[src/rtl/seg_display_scanner_if.sv]
// Signal bundle between a display source (CPU debug outputs) and the
// seven-segment scanner: shadowed value/mask inputs plus scan outputs.
interface seg_display_scanner_if #(
  parameter int NUM_DIGITS = 8
);
  localparam int IDX_W = (NUM_DIGITS > 1) ? $clog2(NUM_DIGITS) : 1;

  logic [4*NUM_DIGITS-1:0] Data;
  logic                    Load;
  logic [NUM_DIGITS-1:0]   DigitEn;
  logic                    BlankLZ;
  logic [NUM_DIGITS-1:0]   DpMask;
  logic [6:0]              out7;
  logic                    dp_out;
  logic [NUM_DIGITS-1:0]   en_out;
  logic [IDX_W-1:0]        DigitIdx;

  modport master (
    output Data, Load, DigitEn, BlankLZ, DpMask,
    input  out7, dp_out, en_out, DigitIdx
  );

  modport slave (
    input  Data, Load, DigitEn, BlankLZ, DpMask,
    output out7, dp_out, en_out, DigitIdx
  );
endinterface

[src/rtl/seg_display_scanner.sv]
// Time-multiplexed common-anode seven-segment scanner with refresh prescaler,
// load-strobed shadow registers, digit enables, leading-zero blanking and DPs.
module seg_display_scanner #(
  parameter int NUM_DIGITS  = 8,
  parameter int REFRESH_DIV = 100000
) (
  input logic                  Clk,
  input logic                  Reset,
  seg_display_scanner_if.slave bus
);

  localparam int IDX_W = (NUM_DIGITS > 1) ? $clog2(NUM_DIGITS) : 1;
  localparam int CNT_W = (REFRESH_DIV > 1) ? $clog2(REFRESH_DIV) : 1;

  function automatic logic [6:0] hex_to_seg(input logic [3:0] nib);
    logic [6:0] seg;
    case (nib)
      4'h0: seg = 7'h40;
      4'h1: seg = 7'h79;
      4'h2: seg = 7'h24;
      4'h3: seg = 7'h30;
      4'h4: seg = 7'h19;
      4'h5: seg = 7'h12;
      4'h6: seg = 7'h02;
      4'h7: seg = 7'h78;
      4'h8: seg = 7'h00;
      4'h9: seg = 7'h10;
      4'hA: seg = 7'h08;
      4'hB: seg = 7'h03;
      4'hC: seg = 7'h46;
      4'hD: seg = 7'h21;
      4'hE: seg = 7'h06;
      default: seg = 7'h0E;
    endcase
    return seg;
  endfunction

  logic [CNT_W-1:0]        presc;
  logic                    tick;
  logic [IDX_W-1:0]        idx;
  logic [IDX_W-1:0]        next_idx;
  logic [4*NUM_DIGITS-1:0] shadow_data;
  logic [NUM_DIGITS-1:0]   shadow_dp;
  logic [NUM_DIGITS-1:0]   zero_from;

  logic [3:0]              nibble_p0;
  logic                    digit_on_p0;
  logic                    blank_p0;
  logic [6:0]              seg_p0;
  logic                    dp_p0;
  logic [NUM_DIGITS-1:0]   en_p0;

  logic [6:0]              seg_p1;
  logic                    dp_p1;
  logic [NUM_DIGITS-1:0]   en_p1;

  assign tick     = (presc == CNT_W'(REFRESH_DIV - 1));
  assign next_idx = (idx == IDX_W'(NUM_DIGITS - 1)) ? '0 : idx + IDX_W'(1);

  always_ff @(posedge Clk or posedge Reset) begin
    if (Reset) begin
      presc <= '0;
      idx   <= '0;
    end else if (tick) begin
      presc <= '0;
      idx   <= next_idx;
    end else begin
      presc <= presc + CNT_W'(1);
    end
  end

  // The digit lit on a tick edge uses the pre-edge shadow, so a Load on the
  // same edge only shows up from the following tick.
  always_ff @(posedge Clk or posedge Reset) begin
    if (Reset) begin
      shadow_data <= '0;
      shadow_dp   <= '0;
    end else if (bus.Load) begin
      shadow_data <= bus.Data;
      shadow_dp   <= bus.DpMask;
    end
  end

  // zero_from[i] is set when nibbles i..NUM_DIGITS-1 are all zero.
  always_comb begin
    logic acc;
    acc       = 1'b1;
    zero_from = '0;
    for (int i = NUM_DIGITS - 1; i >= 0; i--) begin
      acc          = acc & (shadow_data[4*i +: 4] == 4'd0);
      zero_from[i] = acc;
    end
  end

  // ---- stage p0: decode the digit that becomes lit at the next tick ----
  always_comb begin
    int sel;
    sel         = int'(next_idx);
    nibble_p0   = shadow_data[4*sel +: 4];
    digit_on_p0 = bus.DigitEn[sel];
    blank_p0    = bus.BlankLZ && (next_idx != '0) && zero_from[sel];
    seg_p0      = 7'h7F;
    dp_p0       = 1'b1;
    en_p0       = '1;
    if (digit_on_p0) begin
      en_p0  = ~(NUM_DIGITS'(1) << next_idx);
      seg_p0 = blank_p0 ? 7'h7F : hex_to_seg(nibble_p0);
      dp_p0  = ~shadow_dp[sel];
    end
  end

  // ---- stage p1: registered pin drivers, reloaded only on tick ----
  always_ff @(posedge Clk or posedge Reset) begin
    if (Reset) begin
      seg_p1 <= 7'h7F;
      dp_p1  <= 1'b1;
      en_p1  <= '1;
    end else if (tick) begin
      seg_p1 <= seg_p0;
      dp_p1  <= dp_p0;
      en_p1  <= en_p0;
    end
  end

  assign bus.out7     = seg_p1;
  assign bus.dp_out   = dp_p1;
  assign bus.en_out   = en_p1;
  assign bus.DigitIdx = idx;

endmodule

[src/flat_wrapper.sv]
// flat-port wrapper written by rule: the top's interface ports become plain ports
module seg_display_scanner_flat 
#(
  parameter int NUM_DIGITS  = 8,
  parameter int REFRESH_DIV = 100000
)
  (Clk, Reset, bus_Data, bus_Load, bus_DigitEn, bus_BlankLZ, bus_DpMask, bus_out7, bus_dp_out, bus_en_out, bus_DigitIdx);
  seg_display_scanner_if #(.NUM_DIGITS(NUM_DIGITS)) bus_i ();
  input logic Clk;
  input logic Reset;
  input wire logic [$bits(bus_i.Data)-1:0] bus_Data;
  input wire logic [$bits(bus_i.Load)-1:0] bus_Load;
  input wire logic [$bits(bus_i.DigitEn)-1:0] bus_DigitEn;
  input wire logic [$bits(bus_i.BlankLZ)-1:0] bus_BlankLZ;
  input wire logic [$bits(bus_i.DpMask)-1:0] bus_DpMask;
  output wire logic [$bits(bus_i.out7)-1:0] bus_out7;
  output wire logic [$bits(bus_i.dp_out)-1:0] bus_dp_out;
  output wire logic [$bits(bus_i.en_out)-1:0] bus_en_out;
  output wire logic [$bits(bus_i.DigitIdx)-1:0] bus_DigitIdx;
  assign bus_i.Data = bus_Data;
  assign bus_i.Load = bus_Load;
  assign bus_i.DigitEn = bus_DigitEn;
  assign bus_i.BlankLZ = bus_BlankLZ;
  assign bus_i.DpMask = bus_DpMask;
  assign bus_out7 = bus_i.out7;
  assign bus_dp_out = bus_i.dp_out;
  assign bus_en_out = bus_i.en_out;
  assign bus_DigitIdx = bus_i.DigitIdx;
  seg_display_scanner #(.NUM_DIGITS(NUM_DIGITS), .REFRESH_DIV(REFRESH_DIV)) u_core (.Clk(Clk), .Reset(Reset), .bus(bus_i));
endmodule
[config.mk]
export PLATFORM = sky130hd
export DESIGN_NAME = seg_display_scanner_flat
export DESIGN_NICKNAME = d
export VERILOG_FILES = /design/src/rtl/seg_display_scanner_if.sv /design/src/rtl/seg_display_scanner.sv /design/src/flat_wrapper.sv
export SDC_FILE = /design/constraint.sdc
export NUM_CORES = 1
export LEC_CHECK = 0
export ABC_AREA = 1
export CAP_MARGIN = 5
export CORE_MARGIN = 2
export CORE_UTILIZATION = 53
export CTS_CLUSTER_SIZE = 10
export DETAILED_ROUTE_END_ITERATION = 7
export HOLD_SLACK_MARGIN = 0.12
export PLACE_DENSITY = 0.8
export SYNTH_ARGS = -nofsm -noshare
export SYNTH_HDL_FRONTEND = slang
export SYNTH_SLANG_ARGS = --single-unit
[constraint.sdc]
create_clock -name Clk -period 3 [get_ports Clk]
set_clock_uncertainty 0.1 [all_clocks]
set_input_delay 0.6 -clock Clk [delete_from_list [all_inputs] [get_ports Clk]]
set_output_delay 0.6 -clock Clk [all_outputs]
set_load 0.1 [all_outputs]
==> flow_summary.json, run 1 <==
{
  "status": "finished, final reports clean",
  "gp_congestion": 0.922,
  "worstSetupPathType": "flop to flop",
  "critPathLaunchType": "flop",
  "diodes": 0,
  "drt-total-wl_um": 9690,
  "clock_sinks": 76,
  "final_cell_mix": "nand2_1 (150), inv_1 (75), dfrtp_1 (59), o21ai_0 (54), nor2_1 (53)",
  "cts_tree": "built",
  "synth_nets": 614,
  "vias": 3789,
  "rsz0062_at_grt": "false",
  "cp_data_arrival_time_ns": 2.91,
  "netlist_area_um2": 4190,
  "fin_cells": 726,
  "fmaxAchievable_mhz": 368,
  "track_usage_pct": 23.4,
  "overflow": 0,
  "crit_fanout": 12,
  "antenna_found_initial": 0,
  "whs_ns": 0.369,
  "hp-class": "flop to flop",
  "drt_iter0_drc": 226,
  "slew_headroom_pct": 57.7,
  "cts.clk_slew.worst_paths_ns": 0.08,
  "layout_commonest_cell": "nand2_1",
  "drc": 0,
  "cts_resized": 0,
  "clk_latency_ns": 0.35,
  "hpwlAfterDp_um": 7080,
  "fin_setup_tns_ns": 0,
  "syn-instance-count": 550,
  "final_nets": 683,
  "die_area_um2": 8640,
  "yosysUniqueCellTypes": 34,
  "yosysTopAreaCellShare_pct": 35.8,
  "grt_pass1_vias": 3448,
  "hold_viol_final": 0,
  "drt-vias-per-instance": 5.22,
  "core_area_um2": 7690,
  "top_level_ports": 71,
  "synth_top_cell_by_area": "dfrtp_1",
  "die_w_um": 92.9,
  "synth_area_leaders": "dfrtp_1 (36%), nand2_1 (13%), dfstp_2 (10%)",
  "portBuffers": 70,
  "postCtsHoldBufs": 0,
  "drive_above_1_share_pct": 13.6,
  "synth-warning-count": 0,
  "yosysSeqAreaShare_pct": 45.9,
  "peakVddDrop_mv": 0.221,
  "cts.htree.levels": 3,
  "nFillCells": 680,
  "ctsRootBufferMaster": "clkbuf_8",
  "dp_cells": 709,
  "finalCriticalPeriod_ns": 2.72,
  "p_per_area_nw_per_um2": 433,
  "finalCritPeriodShare_pct": 90.5,
  "ys_ff_latch": 76,
  "dpl-instance-area_um2": 4910,
  "row_count": 32,
  "dr.pass1.iters": 5,
  "avgSynthCellArea_um2": 7.62,
  "p_leak_uw": 0.00253,
  "grt_max_degree": 77,
  "drv_cap": 0,
  "dieHeight_um": 92.9,
  "grt_pass1_wl_um": 16100,
  "area_delta_synth_final_pct": 22.5,
  "clk_path_buf_depth": 2,
  "worst_pin_slew_ns": 0.634,
  "ant_nets": 0,
  "final-setup-viol-count": 0,
  "postCtsSetupRepairBufs": 0,
  "endpoint_kind": "flop",
  "fin_area_um2": 5130,
  "numCtsBuffers": 9,
  "cp.required_ns": 3.19,
  "slew_viol_final": 0,
  "start_util_pct": 54.5,
  "routedWlPerCell_um": 13.3
}
-- routing by layer --
layer  part of all wire, %  up-vias  wire length, µm  global-route usage [%]
li1                      -     1879                -                       -
met1                    46     1740             4450                    33.5
met2                    46      154             4460                    36.4
met3                   6.4       16              623                    3.66
met4                   1.5        0              150                    7.84
met5                     0        -                0                       0
-- final cells by class --
type                    instances  area [µm²]  area share (%)
clock buffers                  10         128            2.49
clock inverters                 6        88.8            1.73
inverters                      80         300            5.85
multi-input cells             375        1850            36.1
flip-flops and latches         76        1920            37.5
well taps                     102         128            2.49
repair buffers                 77         713            13.9
-- worst max-delay path: stages (launching register included) --
cell	delay, ns
dfrtp_2	0.49
ha_1	0.25
ha_1	0.30
nor2_2	0.48
nand2_1	0.13
nand3_1	0.19
nand3_2	0.17
nand2_4	0.17
nand2_1	0.08
nand2_1	0.06
nand2_1	0.06
nand3_1	0.09
nand2_1	0.05
inv_1	0.04
-- synthesized netlist by cell type --
cell / count
nand2_1: 150
inv_1: 76
dfrtp_1: 60
o21ai_0: 54
nor2_1: 53
nand3_1: 50
dfstp_2: 16
a21oi_1: 13
ha_1: 12
a31oi_1: 9
buf_2: 5
clkbuf_1: 5
buf_4: 4
inv_2: 4
nand4_1: 4
buf_1: 3
mux2_2: 3
nand2_4: 3
or2_2: 3
xor2_1: 3
buf_6: 2
nand2_2: 2
nand3_2: 2
nand3_4: 2
nor3_1: 2
o21ai_1: 2
a21oi_2: 1
buf_8: 1
nor2_2: 1
nor2_4: 1
nor3_4: 1
nor4_1: 1
o21bai_1: 1
o221a_2: 1
-- state kept, by name (all words and copies together) (netlist names) --
register	count
u_core.shadow_dp	8
u_core.bus.out7	7
u_core.presc	17
u_core.bus.DigitIdx	3
u_core.bus.dp_out	1
u_core.shadow_data	32
u_core.bus.en_out	8
-- path summary, 6_finish.rpt --
path | start | to | slack [ns] | cells past startpoint
worst max-delay path | u_core.bus.DigitIdx[0] | u_core.bus.out7[0] | 0.28 | 13
min in group asynchronous | Reset | u_core.presc[11] | 0.53 | 3
worst min register to register | u_core.presc[0] | u_core.presc[0] | 0.37 | 1
worst max register to register | u_core.bus.DigitIdx[0] | u_core.bus.out7[0] | 0.28 | 13
worst min-delay path | u_core.presc[0] | u_core.presc[0] | 0.37 | 1
max in group asynchronous | Reset | u_core.bus.en_out[4] | 1.87 | 3
-- metrics by stage --
stage	power (µW)	util (%)	setup WS [ns]
3_5_place_dp	1390	63.9	0.279
4_1_cts	2230	66.7	0.243
2_1_floorplan	1270	-	0.0231
6_report	2220	66.8	0.284
3_3_place_gp	1380	63.9	0.409
5_1_grt	2320	66.8	0.0272
-- cell families (layout without fill, tap and decap cells) --
kind of cell,after synthesis,after routing,synth area share [%]
adder cells (fa/ha/maj),12,12,3.58
AND/OR/NAND/NOR,275,276,28.8
multiplexers,3,3,0.806
buffers and inverters,100,173,10.1
flip-flops,76,76,45.9
XOR/XNOR,3,3,0.627
AO/OA/AOI/OAI,81,81,10.2
-- power breakdown --
group          switching, µW  internal (µW)  total [µW]
Sequential              22.6           1070        1100
Combinational            154            122         276
Clock                    382            468         850
Total                    558           1660        2220
Note: power is estimated with default switching activity, not from simulation.
==> inputs of run 2 (changes only) <==
--- a/config.mk
+++ b/config.mk
@@ -8,11 +8,11 @@
 export ABC_AREA = 1
 export CAP_MARGIN = 5
 export CORE_MARGIN = 2
-export CORE_UTILIZATION = 53
+export CORE_UTILIZATION = 58
 export CTS_CLUSTER_SIZE = 10
 export DETAILED_ROUTE_END_ITERATION = 7
 export HOLD_SLACK_MARGIN = 0.12
-export PLACE_DENSITY = 0.8
+export PLACE_DENSITY = 0.86
 export SYNTH_ARGS = -nofsm -noshare
 export SYNTH_HDL_FRONTEND = slang
 export SYNTH_SLANG_ARGS = --single-unit
==> constraint.sdc (replaced) <==
create_clock -name Clk -period 3.42 [get_ports Clk]
set_clock_uncertainty 0.1 [all_clocks]
set_input_delay 0.684 -clock Clk [delete_from_list [all_inputs] [get_ports Clk]]
set_output_delay 0.684 -clock Clk [all_outputs]
set_load 0.1 [all_outputs]
==> run 2 against run 1 <==
Net effect: design area down 1.6%; sequential cell count unchanged; sequential share of layout area up 0.58 points; largest cell class unchanged; largest power group unchanged.
==> flow_summary.json, run 2 (synthesis gave the netlist of run 1 again) <==
{
  "status": "finished, final reports clean",
  "final_nets": 679,
  "postCtsSetupRepairBufs": 0,
  "r2r_end": "u_core.bus.out7[2]",
  "dieHeight_um": 89.0,
  "drc": 0,
  "nFillCells": 542,
  "p_total_uw": 1820,
  "hpwlAfterDp_um": 7080,
  "grt_pass1_wl_um": 16000,
  "drt_iter0_drc": 302,
  "row_count": 30,
  "slew_viol_final": 0,
  "gp_congestion": 0.979,
  "finalCritPeriodShare_pct": 85.0,
  "clk_latency_ns": 0.36,
  "cts_tree": "built",
  "endpoint_kind": "flop",
  "hp-class": "flop to flop",
  "crit_fanout": 28,
  "start_util_pct": 60.7,
  "overflow": 0,
  "diodes": 0,
  "grt_max_degree": 45,
  "worst_pin_slew_ns": 0.611,
  "grt_pass1_vias": 3470,
  "ctsRootBufferMaster": "clkbuf_8",
  "timing.rr.start": "u_core.bus.DigitIdx[0]",
  "area_delta_synth_final_pct": 20.5,
  "crit_top_cell": "nand2_1",
  "clk_path_buf_depth": 2,
  "clock_sinks": 76,
  "reg_top3": "u_core.shadow_data (32), u_core.presc (17)",
  "p_per_area_nw_per_um2": 360,
  "cts.htree.levels": 3,
  "slowest_delay_ns": 0.48,
  "final_cell_mix": "nand2_1 (150), inv_1 (75), dfrtp_1 (60), o21ai_0 (54), nor2_1 (53)",
  "path_buf_inv": 0,
  "utilization_pct": 73.2,
  "numCtsBuffers": 9,
  "cp_data_arrival_time_ns": 3.09,
  "rr_worst_depth": 12,
  "routed-wl-met3_um": 578,
  "drt-total-wl_um": 9500,
  "r2r_slack_ns": 0.51,
  "peakVddDrop_mv": 0.202,
  "path_cells": "ha_1, ha_1, nor2_4, nand2_1, nand3_1, nand2_1, nand2_1, nand2_1, ha_1, o21ai_0, nand2_1, a21oi_1",
  "die_w_um": 89.0,
  "holdPathEnd": "u_core.presc[16]",
  "top_level_ports": 71,
  "hold_viol_final": 0,
  "cts_resized": 0,
  "core_area_um2": 6910,
  "multi_input_area_um2": 1850,
  "highest_layer": "met4",
  "drt-met1-wl_um": 4330,
  "fin_setup_tns_ns": 0,
  "whs_ns": 0.385,
  "portBuffers": 70,
  "slowest_stage": "dfrtp_1",
  "hold_depth": 1,
  "drive_above_1_share_pct": 12.6,
  "postCtsHoldBufs": 0,
  "p_leak_uw": 0.00251,
  "critPathLaunchType": "flop",
  "drt-vias-per-instance": 5.26,
  "regArea_um2": 1920,
  "drv_cap": 0,
  "finalCriticalPeriod_ns": 2.91,
  "cts.clk_slew.worst_paths_ns": 0.07,
  "vias": 3764,
  "final-setup-viol-count": 0,
  "worstSetupPathType": "flop to flop",
  "ant_nets": 0,
  "cp.required_ns": 3.60,
  "dr.pass1.iters": 5,
  "largest_reg_flops": 32,
  "min_from": "u_core.presc[16]",
  "layout_commonest_cell": "nand2_1",
  "regMostFlops": "u_core.shadow_data",
  "die_area_um2": 7920,
  "routedWlPerCell_um": 13.3,
  "fmaxAchievable_mhz": 344,
  "cpLargestDelayFamily": "simple AND/OR/NAND/NOR gates",
  "rsz0062_at_grt": "false",
  "antenna_found_initial": 0,
  "track_usage_pct": 26.1,
  "wl_met2_um": 4390,
  "slew_headroom_pct": 59.2
}
==> run 2: changes by cell type in the layout (fill, tap and decap cells not counted) <==
cell	previous run	this run
clkbuf_8	9	11
dfrtp_1	59	60
clkinv_4	1	0
clkinvlp_4	2	0
clkbuf_1	1	3
clkinv_2	1	2
buf_4	25	22
dfrtp_2	1	0
bufinv_16	2	0
nor2_2	2	1
==> run 2: report_power, final <==
| part | switching [µW] | internal, µW | leakage [µW] | total (µW) |
|---|---|---|---|---|
| Sequential | 19.6 | 942 | 0.000917 | 962 |
| Combinational | 138 | 107 | 0.00150 | 246 |
| Clock | 308 | 302 | 0.0000905 | 610 |
| Total | 466 | 1350 | 0.00251 | 1820 |
==> run 2: area by class of cell <==
type | instances | share of cell area, %
well taps | 96 | 2.38
multi-input cells | 374 | 36.6
flip-flops and latches | 76 | 38.0
inverters | 80 | 5.94
clock buffers | 14 | 3.22
clock inverters | 2 | 0.198
repair buffers | 74 | 13.7
==> run 2: worst reg2reg max path, cell delays in order (launching register included) <==
cell,delay (ns)
dfrtp_1,0.48
ha_1,0.28
ha_1,0.27
nor2_4,0.47
nand2_1,0.10
nand3_1,0.13
nand2_1,0.07
nand2_1,0.06
nand2_1,0.11
ha_1,0.25
o21ai_0,0.26
nand2_1,0.09
a21oi_1,0.16
==> run 2: worst max-delay path by stage <==
stage / start / slack, ns / cells after the start / endpoint
3_5_place_dp: u_core.bus.DigitIdx[0] / 0.63 / 15 / u_core.bus.out7[0]
2_1_floorplan: u_core.bus.DigitIdx[0] / 0.44 / 17 / u_core.bus.out7[0]
6_report: u_core.bus.DigitIdx[0] / 0.51 / 12 / u_core.bus.out7[2]
3_3_place_gp: u_core.bus.DigitIdx[0] / 0.80 / 15 / u_core.bus.out7[0]
4_1_cts: u_core.bus.DigitIdx[0] / 0.58 / 12 / u_core.bus.out7[2]
5_1_grt: u_core.bus.DigitIdx[0] / 0.29 / 12 / u_core.bus.out7[2]
==> run 2: routing by layer <==
| metal | GRT usage (%) | up-vias |
|---|---|---|
| li1 | - | 1863 |
| met1 | 36.0 | 1738 |
| met2 | 41.5 | 144 |
| met3 | 4.25 | 19 |
| met4 | 10.3 | 0 |
| met5 | 0 | - |
==> run 2: stage by stage <==
step                cell area, µm²  std cells  worst slack, ns
finish                        5050        716            0.512
CTS                           5050        716            0.581
detailed placement            4880        700            0.632
global placement              4880        700            0.796
floorplan                     4190        550            0.443
global route                  5050        716            0.289
==> inputs of run 3 (changes only) <==
--- a/config.mk
+++ b/config.mk
@@ -9,6 +9,7 @@
 export CAP_MARGIN = 5
 export CORE_MARGIN = 2
 export CORE_UTILIZATION = 58
+export CTS_CLUSTER_DIAMETER = 30
 export CTS_CLUSTER_SIZE = 10
 export DETAILED_ROUTE_END_ITERATION = 7
 export HOLD_SLACK_MARGIN = 0.12
==> results of run 3 <==
No change in the layout: final DEF, timing and power equal those of run 2.
